$ cat src/rtl/pipeline_stall_controller.sv
// Pipeline stall controller: turns hazard, branch-flush and memory-wait requests into
// per-stage register enables/flushes, and keeps saturating performance counters.
module pipeline_stall_controller #(
  parameter int STALL_CYCLES = 1,
  parameter int CNT_W        = 16
) (
  input  logic             clk,
  input  logic             rst,
  input  logic             nop,
  input  logic             branch_taken_execute,
  input  logic             mem_busy,
  output logic             pc_enable,
  output logic             if_id_enable,
  output logic             if_id_flush,
  output logic             id_ex_enable,
  output logic             id_ex_flush,
  output logic             ex_mem_enable,
  output logic             mem_wb_enable,
  output logic             stall_active,
  output logic [CNT_W-1:0] stall_count,
  output logic [CNT_W-1:0] flush_count,
  output logic [CNT_W-1:0] freeze_count
);

  typedef enum logic {RUN = 1'b0, STALL = 1'b1} state_t;

  // The first bubble cycle is spent in RUN, so STALL only covers the remaining ones.
  localparam int          RELOAD_INT   = (STALL_CYCLES > 1) ? (STALL_CYCLES - 2) : 0;
  localparam logic [3:0]  STALL_RELOAD = RELOAD_INT[3:0];

  state_t     state_r, next_state_s;
  logic [3:0] remaining_r, next_remaining_s;
  logic       freeze_s, flush_s, stall_s;

  function automatic logic [CNT_W-1:0] sat_inc(input logic [CNT_W-1:0] value);
    if (&value) begin
      return value;
    end else begin
      return value + {{(CNT_W-1){1'b0}}, 1'b1};
    end
  endfunction

  // Event decode in priority order: freeze, then flush, then stall.
  always_comb begin
    freeze_s = mem_busy;
    flush_s  = !mem_busy && branch_taken_execute;
    stall_s  = !mem_busy && !branch_taken_execute && ((state_r == STALL) || nop);
  end

  // State register and bubble down-counter.
  always_ff @(posedge clk) begin
    if (!rst) begin
      state_r     <= RUN;
      remaining_r <= 4'd0;
    end else begin
      state_r     <= next_state_s;
      remaining_r <= next_remaining_s;
    end
  end

  // Next-state logic; a frozen cycle holds everything so it consumes no bubble cycle.
  always_comb begin
    next_state_s     = state_r;
    next_remaining_s = remaining_r;
    if (freeze_s) begin
      next_state_s     = state_r;
      next_remaining_s = remaining_r;
    end else if (flush_s) begin
      next_state_s     = RUN;
      next_remaining_s = 4'd0;
    end else begin
      case (state_r)
        RUN: begin
          if (nop && (STALL_CYCLES > 1)) begin
            next_state_s     = STALL;
            next_remaining_s = STALL_RELOAD;
          end else begin
            next_state_s     = RUN;
            next_remaining_s = remaining_r;
          end
        end
        STALL: begin
          if (remaining_r == 4'd0) begin
            next_state_s = RUN;
          end else begin
            next_remaining_s = remaining_r - 4'd1;
          end
        end
        default: begin
          next_state_s     = RUN;
          next_remaining_s = 4'd0;
        end
      endcase
    end
  end

  // Output decode; reset forces every enable and flush low regardless of inputs.
  always_comb begin
    pc_enable     = 1'b0;
    if_id_enable  = 1'b0;
    if_id_flush   = 1'b0;
    id_ex_enable  = 1'b0;
    id_ex_flush   = 1'b0;
    ex_mem_enable = 1'b0;
    mem_wb_enable = 1'b0;
    stall_active  = rst && (state_r == STALL);
    if (!rst || freeze_s) begin
      pc_enable = 1'b0;
    end else if (flush_s) begin
      pc_enable     = 1'b1;
      if_id_enable  = 1'b1;
      if_id_flush   = 1'b1;
      id_ex_enable  = 1'b1;
      id_ex_flush   = 1'b1;
      ex_mem_enable = 1'b1;
      mem_wb_enable = 1'b1;
    end else if (stall_s) begin
      id_ex_enable  = 1'b1;
      id_ex_flush   = 1'b1;
      ex_mem_enable = 1'b1;
      mem_wb_enable = 1'b1;
    end else begin
      pc_enable     = 1'b1;
      if_id_enable  = 1'b1;
      id_ex_enable  = 1'b1;
      ex_mem_enable = 1'b1;
      mem_wb_enable = 1'b1;
    end
  end

  // Saturating performance counters.
  always_ff @(posedge clk) begin
    if (!rst) begin
      stall_count  <= {CNT_W{1'b0}};
      flush_count  <= {CNT_W{1'b0}};
      freeze_count <= {CNT_W{1'b0}};
    end else begin
      stall_count  <= stall_s  ? sat_inc(stall_count)  : stall_count;
      flush_count  <= flush_s  ? sat_inc(flush_count)  : flush_count;
      freeze_count <= freeze_s ? sat_inc(freeze_count) : freeze_count;
    end
  end

endmodule

$ cat config.mk
export PLATFORM = sky130hd
export DESIGN_NAME = pipeline_stall_controller
export DESIGN_NICKNAME = d
export VERILOG_FILES = /design/src/rtl/pipeline_stall_controller.sv
export SDC_FILE = /design/constraint.sdc
export NUM_CORES = 1
export LEC_CHECK = 0
export BUFFER_PORTS_ARGS = -buffer_cell sky130_fd_sc_hd__buf_2
export CELL_PAD_IN_SITES_DETAIL_PLACEMENT = 1
export CELL_PAD_IN_SITES_GLOBAL_PLACEMENT = 2
export CORE_MARGIN = 4
export CORE_UTILIZATION = 31
export DETAILED_ROUTE_END_ITERATION = 8
export PLACE_DENSITY_LB_ADDON = 0.2
export RECOVER_POWER = 50
export SYNTH_ARGS = -nofsm -noshare
export SYNTH_HDL_FRONTEND = slang
export SYNTH_SLANG_ARGS = --single-unit
$ cat constraint.sdc
create_clock -name clk -period 2.4 [get_ports clk]
set_input_delay 0.6 -clock clk [delete_from_list [all_inputs] [get_ports clk]]
set_output_delay 0.6 -clock clk [all_outputs]
set_load 0.01 [all_outputs]
==> metrics.md, run 1 <==
| Metric | Value |
|---|---|
| #FFs+latches synth | `53` |
| H-tree Lvls | `2` |
| Critical Path Fanout Max | `8` |
| First-pass GRT wire length | `11200 um` |
| Total track usage | `13.6%` |
| Number of top-level pins | `61` |
| Full die area | `10000 um2` |
| Period utilization | `90.8%` |
| Fillers | `1035` |
| Setup bufs post-CTS | `0` |
| Routed Wire Length | `6610 um` |
| Setup crit end kind | `output pin` |
| Peak Freq | `459 MHz` |
| Post-Layout Cell Count | `476` |
| DRC | `0` |
| Placeable Area | `8220 um2` |
| Endpoints failing setup | `0` |
| RSZ-0062 raised after global routing | `false` |
| Worst skew pair latency | `0.31 ns` |
| Largest stage delay on the critical path | `0.28 ns` |
| DP HPWL | `4970 um` |
| IR drop worst, VDD | `0.217 mV` |
| Largest net degree at the start of global routing | `45` |
| Predominant post-synthesis flop cell | `dfxtp_1` |
| Area leader, netlist | `dfxtp_1` |
| CP startpoint kind | `primary input` |
| Number of flops mapped to enable cells by yosys | `0` |
| Mapped Nets | `319` |
| Chip height | `100 um` |
| Nets | `381` |
| TritonCTS Buffers | `5` |
| FFs w/ async S/R, synth | `0%` |
| Clk_skew | `0.0130 ns` |
| Setup_tns | `0 ns` |
| YS warnings | `0` |
| Vias post-DR | `2394` |
| Grt ovf | `0` |
| N_diodes | `0` |
| Layout cells sized above 1 | `10.8%` |
| Initial antenna violation count | `0` |
| Gpl congestion | `0.728` |
| Worst hold-check path type | `reg -> reg` |
| Fin. Hold Viols | `0` |
| CTS clk-pin slew, worst paths | `0.08 ns` |
| First-pass iteration count of the detailed router | `4` |
| Critical path type | `in -> out` |
| Initial Util | `31.9%` |
| Synth Cell Area | `2620 um2` |
| Minimum clock period | `2.18 ns` |
| Slowest CP cell | `or2_1` |
| PostCTS Resize Cnt | `0` |
| CTS root buffer | `clkbuf_8` |
| Number of max-cap violations | `0` |
| Syn_area_per_cell | `8.46 um2` |
| # clock sinks | `53` |
| Hold Buf Count CTS | `0` |
| Cell total after placement | `470` |
| Clock Path Buffers | `2` |
| CP Data Arrival Time | `1.58 ns` |
| Die W | `100 um` |
| I/O Buffers | `60` |
| Share of the synthesized area in the top cell type | `40.5%` |
| WP data required | `1.80 ns` |
| Vias per inst | `5.03` |
| WL/cell | `13.9 um` |
| Layout area overhead | `16.5%` |
| Site Rows | `33` |
| Relative slew slack | `57.0%` |
| Worst-Margin Slew | `0.639 ns` |
| Number of routed nets with antenna violations | `0` |
| Vias in the first global route | `2365` |
| Initial DRC count | `56` |
| Slew Viols, Final | `0` |
| Largest cells by area after synthesis | `dfxtp_1, xnor2_1, nor2_1` |
| Outcome | `finished clean` |
| CP most frequent cell | `buf_2` |
| Post-Syn Instances | `310` |
| Cell Pwr Density | `474 nW/um2` |
| Pleak | `1.01 nW` |
| Post-synth cell types | `47` |
| Critical-path cell list | `buf_2 -> or2_1 -> or2_0 -> and2_1 -> buf_2` |
| CTS tree | `built` |
| Sequential fraction of the synthesis area | `40.5%` |
==> path summary, 6_finish.rpt <==
kind | slack [ns] | to | depth (start not counted) | startpoint
max reg2reg | 0.48 | flush_count[0]$_SDFFE_PN0P_ | 7 | flush_count[0]$_SDFFE_PN0P_
max | 0.22 | if_id_enable | 5 | mem_busy
min | 0.52 | freeze_count[1]$_SDFFE_PN0P_ | 2 | freeze_count[1]$_SDFFE_PN0P_
min reg2reg | 0.52 | freeze_count[1]$_SDFFE_PN0P_ | 2 | freeze_count[1]$_SDFFE_PN0P_
==> worst max-delay path: cells and delay by family <==
kind                   cells  cell delay, ns
and+or+nand+nor            3            0.70
buffers and inverters      2            0.29
==> cells in the mapped netlist, types with 2 or more instances <==
cell,n
xnor2_1,29
mux2i_1,2
nand4_2,2
and2_1,3
xor2_1,6
nor2b_1,2
nor4b_2,2
or3_1,5
inv_1,8
nor2_1,54
ha_1,4
nand2_1,20
a21oi_1,8
nand4_1,13
buf_4,3
nor3_1,11
dfxtp_1,53
buf_2,2
o211a_1,2
and3_1,4
nor4_1,15
a31oi_1,2
nor3b_1,3
o21ai_0,11
nor4_2,2
nand3_1,15
clkbuf_1,6
or2_2,4
==> final cells by class <==
| class | count | area (um2) | area share (%) |
|---|---|---|---|
| multi-input cells | 235 | 1460 | 47.7 |
| flip-flops and latches | 53 | 1060 | 34.7 |
| repair buffers | 68 | 297 | 9.71 |
| well taps | 105 | 131 | 4.30 |
| clock buffers | 5 | 68.8 | 2.25 |
| inverters | 9 | 33.8 | 1.11 |
| clock inverters | 1 | 5.00 | 0.164 |
==> where the power goes <==
| group | switching [mW] | internal, mW |
|---|---|---|
| Clock | 0.281 | 0.193 |
| Sequential | 0.00823 | 0.886 |
| Combinational | 0.0511 | 0.0272 |
==> layout by cell type (no fill, tap or decap), drive strengths merged, types with 5 or more instances in the layout <==
cell,synthesis,final
dfxtp,53,53
buf,6,19
nand3,15,15
or2,6,6
nand2,20,20
nor2,54,54
xnor2,29,29
o21ai,11,11
clkbuf,7,54
nor4,18,18
nand4,16,16
inv,9,9
or3,5,5
nor3,11,11
a21oi,8,8
xor2,6,6
==> layer usage <==
metal	wire length, um	vias to the layer above	global-route usage [%]
met5	0	-	0
met4	80	0	3.73
met3	361	6	3.47
met2	2980	49	22.3
met1	3190	1131	17.9
li1	-	1208	-
==> cells by family (layout without fill, tap and decap cells) <==
kind of cell / count (synthesis) / in the layout / share of synthesized area [%]
AO/OA/AOI/OAI: 30 / 30 / 7.25
XOR/XNOR: 35 / 35 / 11.7
buffers and inverters: 22 / 83 / 3.72
flip-flops: 53 / 53 / 40.5
adder cells (fa/ha/maj): 4 / 4 / 1.91
multiplexers: 2 / 2 / 0.763
AND/OR/NAND/NOR: 164 / 164 / 34.2
==> metrics by stage <==
stage          instance area [um2]  worst slack, ns  power [mW]  utilization [%]  hold WS (ns)
6_report                      3050            0.221        1.45             37.2         0.522
5_1_grt                       3050            0.160        1.53             37.2         0.570
4_1_cts                       3120            0.213        1.49             38.0         0.524
3_5_place_dp                  3050            0.157       0.997             37.1         0.505
3_3_place_gp                  3050            0.213       0.997             37.1         0.485
2_1_floorplan                 2620            0.254       0.964                -         0.477
==> registers in the layout (all words and copies together) (netlist names) <==
name          cells
flush_count      16
state_r           1
remaining_r       4
stall_count      16
freeze_count     16
No activity file was read; power rests on OpenSTA's default activity.
==> run 2: changes to the inputs <==
ABC_AREA = 1   (was default)
CORE_UTILIZATION = 29   (was 31)
SKIP_LAST_GASP = 1   (was default)
==> run 2 against run 1 <==
Effect of this change: final cell count increased by 39%; non-clock buffer count decreased by 7; core utilization decreased by 2.9 points; critical path type unchanged.
==> metrics.md, run 2 <==
| Metric | Value |
|---|---|
| Critical Path Fanout Max | `6` |
| Full die area | `12100 um2` |
| Largest cells by area after synthesis | `dfxtp_1, nand2_1, nor2_1` |
| Fillers | `1349` |
| Gpl congestion | `0.800` |
| CTS clk-pin slew, worst paths | `0.09 ns` |
| Setup bufs post-CTS | `0` |
| Relative slew slack | `64.7%` |
| Die W | `110 um` |
| H-tree Lvls | `2` |
| Pleak | `1.33 nW` |
| R2R Setup Slk | `0.58 ns` |
| Vias in the first global route | `3022` |
| Placeable Area | `9950 um2` |
| Vias post-DR | `3151` |
| Number of flops mapped to enable cells by yosys | `0` |
| Peak Freq | `483 MHz` |
| Layout cells sized above 1 | `8.87%` |
| Sequential fraction of the synthesis area | `35.2%` |
| Syn_area_per_cell | `6.34 um2` |
| FF-to-FF Start | `freeze_count[0]$_SDFFE_PN0P_` |
| Slew Viols, Final | `0` |
| Largest stage delay on the critical path | `0.27 ns` |
| YS warnings | `0` |
| Fin. Hold Viols | `0` |
| Grt ovf | `0` |
| Setup_tns | `0 ns` |
| Hold Buf Count CTS | `0` |
| WP data required | `1.80 ns` |
| CTS root buffer | `clkbuf_8` |
| WHS Path Cells | `1` |
| N_diodes | `0` |
| Area leader, netlist | `dfxtp_1` |
| CTS tree | `built` |
| Count leader, synth | `nand2_1` |
| FFs w/ async S/R, synth | `0%` |
| Chip height | `110 um` |
| First-pass iteration count of the detailed router | `4` |
| Cell Pwr Density | `432 nW/um2` |
| Initial antenna violation count | `0` |
| TritonCTS Buffers | `5` |
| Worst-Margin Slew | `0.528 ns` |
| Commonest cells in the netlist | `nand2_1, nor2_1, dfxtp_1, nand3_1` |
| Synth Cell Area | `3010 um2` |
| Slowest CP cell | `nor2_1` |
| Total track usage | `15.0%` |
| Sw frac | `24.6%` |
| Largest net degree at the start of global routing | `48` |
| Worst R2R Path Depth | `8` |
| #FFs+latches synth | `53` |
| CP startpoint kind | `primary input` |
| Period utilization | `86.3%` |
| Number of max-cap violations | `0` |
| Nets | `540` |
| RSZ-0062 raised after global routing | `false` |
| Net Sw Power | `0.363 mW` |
| Buf/Inv on CP | `4` |
| Clock power frac | `32.6%` |
| Number of routed nets with antenna violations | `0` |
| Hold Slack | `0.452 ns` |
| Site Rows | `36` |
| DRC | `0` |
| Post-synth cell types | `30` |
| Clock Path Buffers | `2` |
| Internal power | `1.11 mW` |
| I/O Buffers | `60` |
| Final Power | `1.47 mW` |
| Initial DRC count | `107` |
| CP endpoint | `if_id_enable` |
| Final setup margin | `0.328 ns` |
| Outcome | `finished clean` |
| Dpl ws | `0.289 ns` |
| Endpoints failing setup | `0` |
| Mapped Nets | `484` |
| WP depth | `6` |
| Critical path origin | `rst` |
| Share of the synthesized area in the top cell type | `35.2%` |
| DP HPWL | `6770 um` |
| Vias per inst | `4.75` |
| IR drop worst, VDD | `0.266 mV` |
| Worst skew pair latency | `0.31 ns` |
| Min-delay src | `remaining_r[0]$_SDFFE_PN0P_` |
| Multi-input gate area | `1730 um2` |
| Routed Wire Length | `8730 um` |
| Setup crit end kind | `output pin` |
| Number of top-level pins | `61` |
| Predominant post-synthesis flop cell | `dfxtp_1` |
| Minimum clock period | `2.07 ns` |
| FF/Latch Area | `1060 um2` |
| First-pass GRT wire length | `14500 um` |
| Commonest cells after routing, fill and taps aside | `nor2_1, nand2_1, dfxtp_1, clkbuf_1, nand3_1` |
| Logic pwr share | `6.7%` |
| CP Data Arrival Time | `1.47 ns` |
| Largest regs | `flush_count (16), freeze_count (16), stall_count (16)` |
| Flop pwr share | `60.7%` |
| Worst hold-check path type | `reg -> reg` |
| PostCTS Resize Cnt | `0` |
| FF-to-FF End | `freeze_count[14]$_SDFFE_PN0P_` |
| Critical path type | `in -> out` |
| # clock sinks | `53` |
| Critical-path cell list | `buf_2 -> inv_1 -> nor2_1 -> inv_1 -> nor2_1 -> buf_2` |
| Crit-path leading delay family | `buffers and inverters` |
| WL/cell | `13.2 um` |
| Post-Syn Instances | `475` |
| Layout area overhead | `13.2%` |
| Initial Util | `30.3%` |
| Clk_skew | `0.0109 ns` |
| Final Util | `34.3%` |
==> run 2: cell count changes after synthesis, moves of 24 or more <==
cell	previous run	this run
nor2_1	54	121
inv_1	8	32
nand3_1	15	45
nand2_1	20	122
a21oi_1	8	32
xnor2_1	29	0
==> run 2: worst min path at each step <==
stage,endpoint,slack (ns)
after detailed placement,remaining_r[0]$_SDFFE_PN0P_,0.44
after global routing,remaining_r[0]$_SDFFE_PN0P_,0.47
after global placement,remaining_r[0]$_SDFFE_PN0P_,0.41
after floorplan,remaining_r[0]$_SDFFE_PN0P_,0.40
final,remaining_r[0]$_SDFFE_PN0P_,0.45
after CTS,remaining_r[0]$_SDFFE_PN0P_,0.46
==> run 2: through the flow <==
stage | cell area, um2 | instances
after global placement | 3400 | 657
after detailed placement | 3400 | 657
after global routing | 3410 | 663
final | 3410 | 663
after CTS | 3470 | 663
after floorplan | 3010 | 475
==> run 2: cells by family after synthesis <==
kind of cell | Yosys count | synth area share [%]
AND/OR/NAND/NOR | 327 | 48.1
flip-flops | 53 | 35.2
buffers and inverters | 48 | 7.43
AO/OA/AOI/OAI | 42 | 7.27
adder cells (fa/ha/maj) | 4 | 1.66
XOR/XNOR | 1 | 0.291
==> run 2: layout make-up <==
class	count	area share, %
clock buffer	5	2.02
multi-input combinational	374	50.6
inverter	36	3.96
timing repair buffer	61	7.30
sequential	53	31.1
tap	133	4.88
clock inverter	1	0.147
==> run 2: metal layers <==
layer / part of all wire, % / track usage (%) / up-vias / wire (um)
li1: - / - / 1618 / -
met2: 47 / 25.6 / 45 / 4080
met3: 4.0 / 2.82 / 5 / 350
met1: 48 / 19.6 / 1483 / 4220
met5: 0 / 0 / - / 0
met4: 0.96 / 3.47 / 0 / 84
==> run 2: power by group through the flow <==
| stage | sequential, mW | clock, mW | combinational (mW) |
|---|---|---|---|
| floorplan | 0.917 | 0 | 0.0690 |
| global placement | 0.915 | 0 | 0.101 |
| detailed placement | 0.916 | 0 | 0.105 |
| CTS | 0.896 | 0.520 | 0.105 |
| global route | 0.897 | 0.545 | 0.115 |
| finish | 0.895 | 0.480 | 0.0995 |
==> run 2: worst reg2reg max path: stages (launching register included) <==
cell     delay, ns
dfxtp_1       0.41
ha_1          0.20
nand2_1       0.07
nor2_1        0.39
nand3_1       0.22
nor2_1        0.21
nand3_1       0.10
nand2_1       0.07
nor2_1        0.04
==> run 3: changes to the inputs <==
--- a/config.mk
+++ b/config.mk
@@ -16,2 +16,3 @@
 export RECOVER_POWER = 50
+export REMOVE_ABC_BUFFERS = 1
 export SKIP_LAST_GASP = 1
==> constraint.sdc (replaced) <==
create_clock -name clk -period 2.4 [get_ports clk]
set_input_delay 0.12 -clock clk [delete_from_list [all_inputs] [get_ports clk]]
set_output_delay 0.12 -clock clk [all_outputs]
set_load 0.01 [all_outputs]
==> run 3 against run 2 <==
Effect of this change: critical path depth grew 2; total power grew 17%; register-to-register slack gained 0.16 ns; critical endpoint is now freeze_count[11]$_SDFFE_PN0P_; highest routed layer unchanged.
==> metrics.md, run 3 (synthesis gave the netlist of run 2 again) <==
| Metric | Value |
|---|---|
| Layout area overhead | `15.3%` |
| Critical path type | `reg -> reg` |
| Fin. Hold Viols | `0` |
| Largest net degree at the start of global routing | `28` |
| WP data required | `2.60 ns` |
| Placed Instance Area | `3410 um2` |
| Number of max-cap violations | `0` |
| Outcome | `finished clean` |
| Setup crit end kind | `flip-flop` |
| Grt ovf | `0` |
| Relative slew slack | `68.4%` |
| Chip height | `110 um` |
| DRC | `0` |
| Gpl congestion | `0.815` |
| WL/cell | `12.9 um` |
| Most common cell after layout, fill and taps aside | `nand2_1` |
| Vias in the first global route | `3176` |
| Largest regs | `flush_count (16), freeze_count (16), stall_count (16)` |
| Period utilization | `69.2%` |
| Initial Util | `30.3%` |
| Total track usage | `15.4%` |
| Number of routed nets with antenna violations | `0` |
| First-pass GRT wire length | `15100 um` |
| N_diodes | `0` |
| Cell Pwr Density | `495 nW/um2` |
| Worst hold-check path type | `in -> reg` |
| Commonest cells after routing, fill and taps aside | `nand2_1, nor2_1, dfxtp_1, clkbuf_1, nand3_1` |
| Minimum clock period | `1.66 ns` |
| RSZ-0062 raised after global routing | `false` |
| First-pass iteration count of the detailed router | `4` |
| Endpoints failing setup | `0` |
| Pleak | `1.34 nW` |
| Layout cells sized above 1 | `8.63%` |
| PostCTS Resize Cnt | `0` |
| Initial DRC count | `82` |
| Nets | `541` |
| CTS clk-pin slew, worst paths | `0.10 ns` |
| # clock sinks | `53` |
| CTS root buffer | `clkbuf_8` |
| Setup bufs post-CTS | `0` |
| H-tree Lvls | `2` |
| IR drop worst, VDD | `0.231 mV` |
| CP Data Arrival Time | `1.86 ns` |
| CP startpoint kind | `flip-flop` |
| Clk_skew | `0.0137 ns` |
| Site Rows | `36` |
| Setup_tns | `0 ns` |
| Placeable Area | `9950 um2` |
| Hold Buf Count CTS | `0` |
| DP HPWL | `6700 um` |
| Peak Freq | `602 MHz` |
| CTS tree | `built` |
| Hold Slack | `0.168 ns` |
| Die W | `110 um` |
| Initial antenna violation count | `0` |
| Vias post-DR | `3126` |
| Critical Path Fanout Max | `12` |
| TritonCTS Buffers | `5` |
| Final Power | `1.72 mW` |
| Full die area | `12100 um2` |
| Number of top-level pins | `61` |
| Final instance area | `3470 um2` |
| I/O Buffers | `60` |
| Slew Viols, Final | `0` |
| Worst skew pair latency | `0.31 ns` |
| Clock Path Buffers | `2` |
| Vias per inst | `4.69` |
| Worst-Margin Slew | `0.473 ns` |
| Routed Wire Length | `8600 um` |
-- run 3: changes by cell type in the layout (fill, tap and decap cells not counted) --
| cell | before | now |
|---|---|---|
| buf_4 | 1 | 2 |
| nor2_2 | 12 | 13 |
| buf_2 | 13 | 8 |
| clkbuf_1 | 47 | 52 |
| bufinv_16 | 0 | 2 |
| nor2_1 | 122 | 121 |
-- run 3: layer usage --
metal,share of wire (%),wire [um],up-vias,GRT usage [%]
met3,4.1,355,4,3.05
met5,0,0,-,0
met2,46,3960,45,25.0
met1,49,4220,1458,21.1
met4,0.76,65,0,3.21
li1,-,-,1619,-
-- run 3: cell type report --
class                           instances  area (um2)
Fill cell                            1344        6480
Clock inverter                          3        65.1
Tap cell                              133         166
Sequential cell                        53        1060
Timing Repair Buffer                   62         250
Multi-Input combinational cell        374        1730
Clock buffer                            5        68.8
Inverter                               36         135
-- run 3: worst paths after layout --
kind                                              startpoint                            end  slack (ns)  cells past startpoint
worst max register to register  freeze_count[1]$_SDFFE_PN0P_  freeze_count[11]$_SDFFE_PN0P_        0.74                      8
worst min-delay path                                mem_busy           state_r$_SDFFE_PN0N_        0.17                      3
worst max-delay path            freeze_count[1]$_SDFFE_PN0P_  freeze_count[11]$_SDFFE_PN0P_        0.74                      8
worst min register to register   remaining_r[0]$_SDFFE_PN0P_    remaining_r[0]$_SDFFE_PN0P_        0.44                      1
-- run 3: stage by stage --
step | util (%) | std cells | setup WS [ns]
detailed placement | 34.2 | 658 | 0.739
global route | 34.9 | 666 | 0.463
floorplan | - | 463 | 0.913
global placement | 34.2 | 658 | 0.790
CTS | 35.6 | 666 | 0.727
finish | 34.9 | 666 | 0.740
-- run 3: worst max-delay path, stage by stage (launching register included) --
cell and delay (ns):
dfxtp_1 0.40, ha_1 0.19, nand2_1 0.09, nor2_1 0.18, nand2_2 0.12, nor2_8 0.25
inv_2 0.12, a21oi_1 0.14, nor2_1 0.06
-- run 3: power by group --
group / leakage (nW) / switching [mW] / internal [mW]
combinational: 0.843 / 0.0675 / 0.0328
sequential: 0.428 / 0.00848 / 0.886
clock: 0.0681 / 0.311 / 0.415
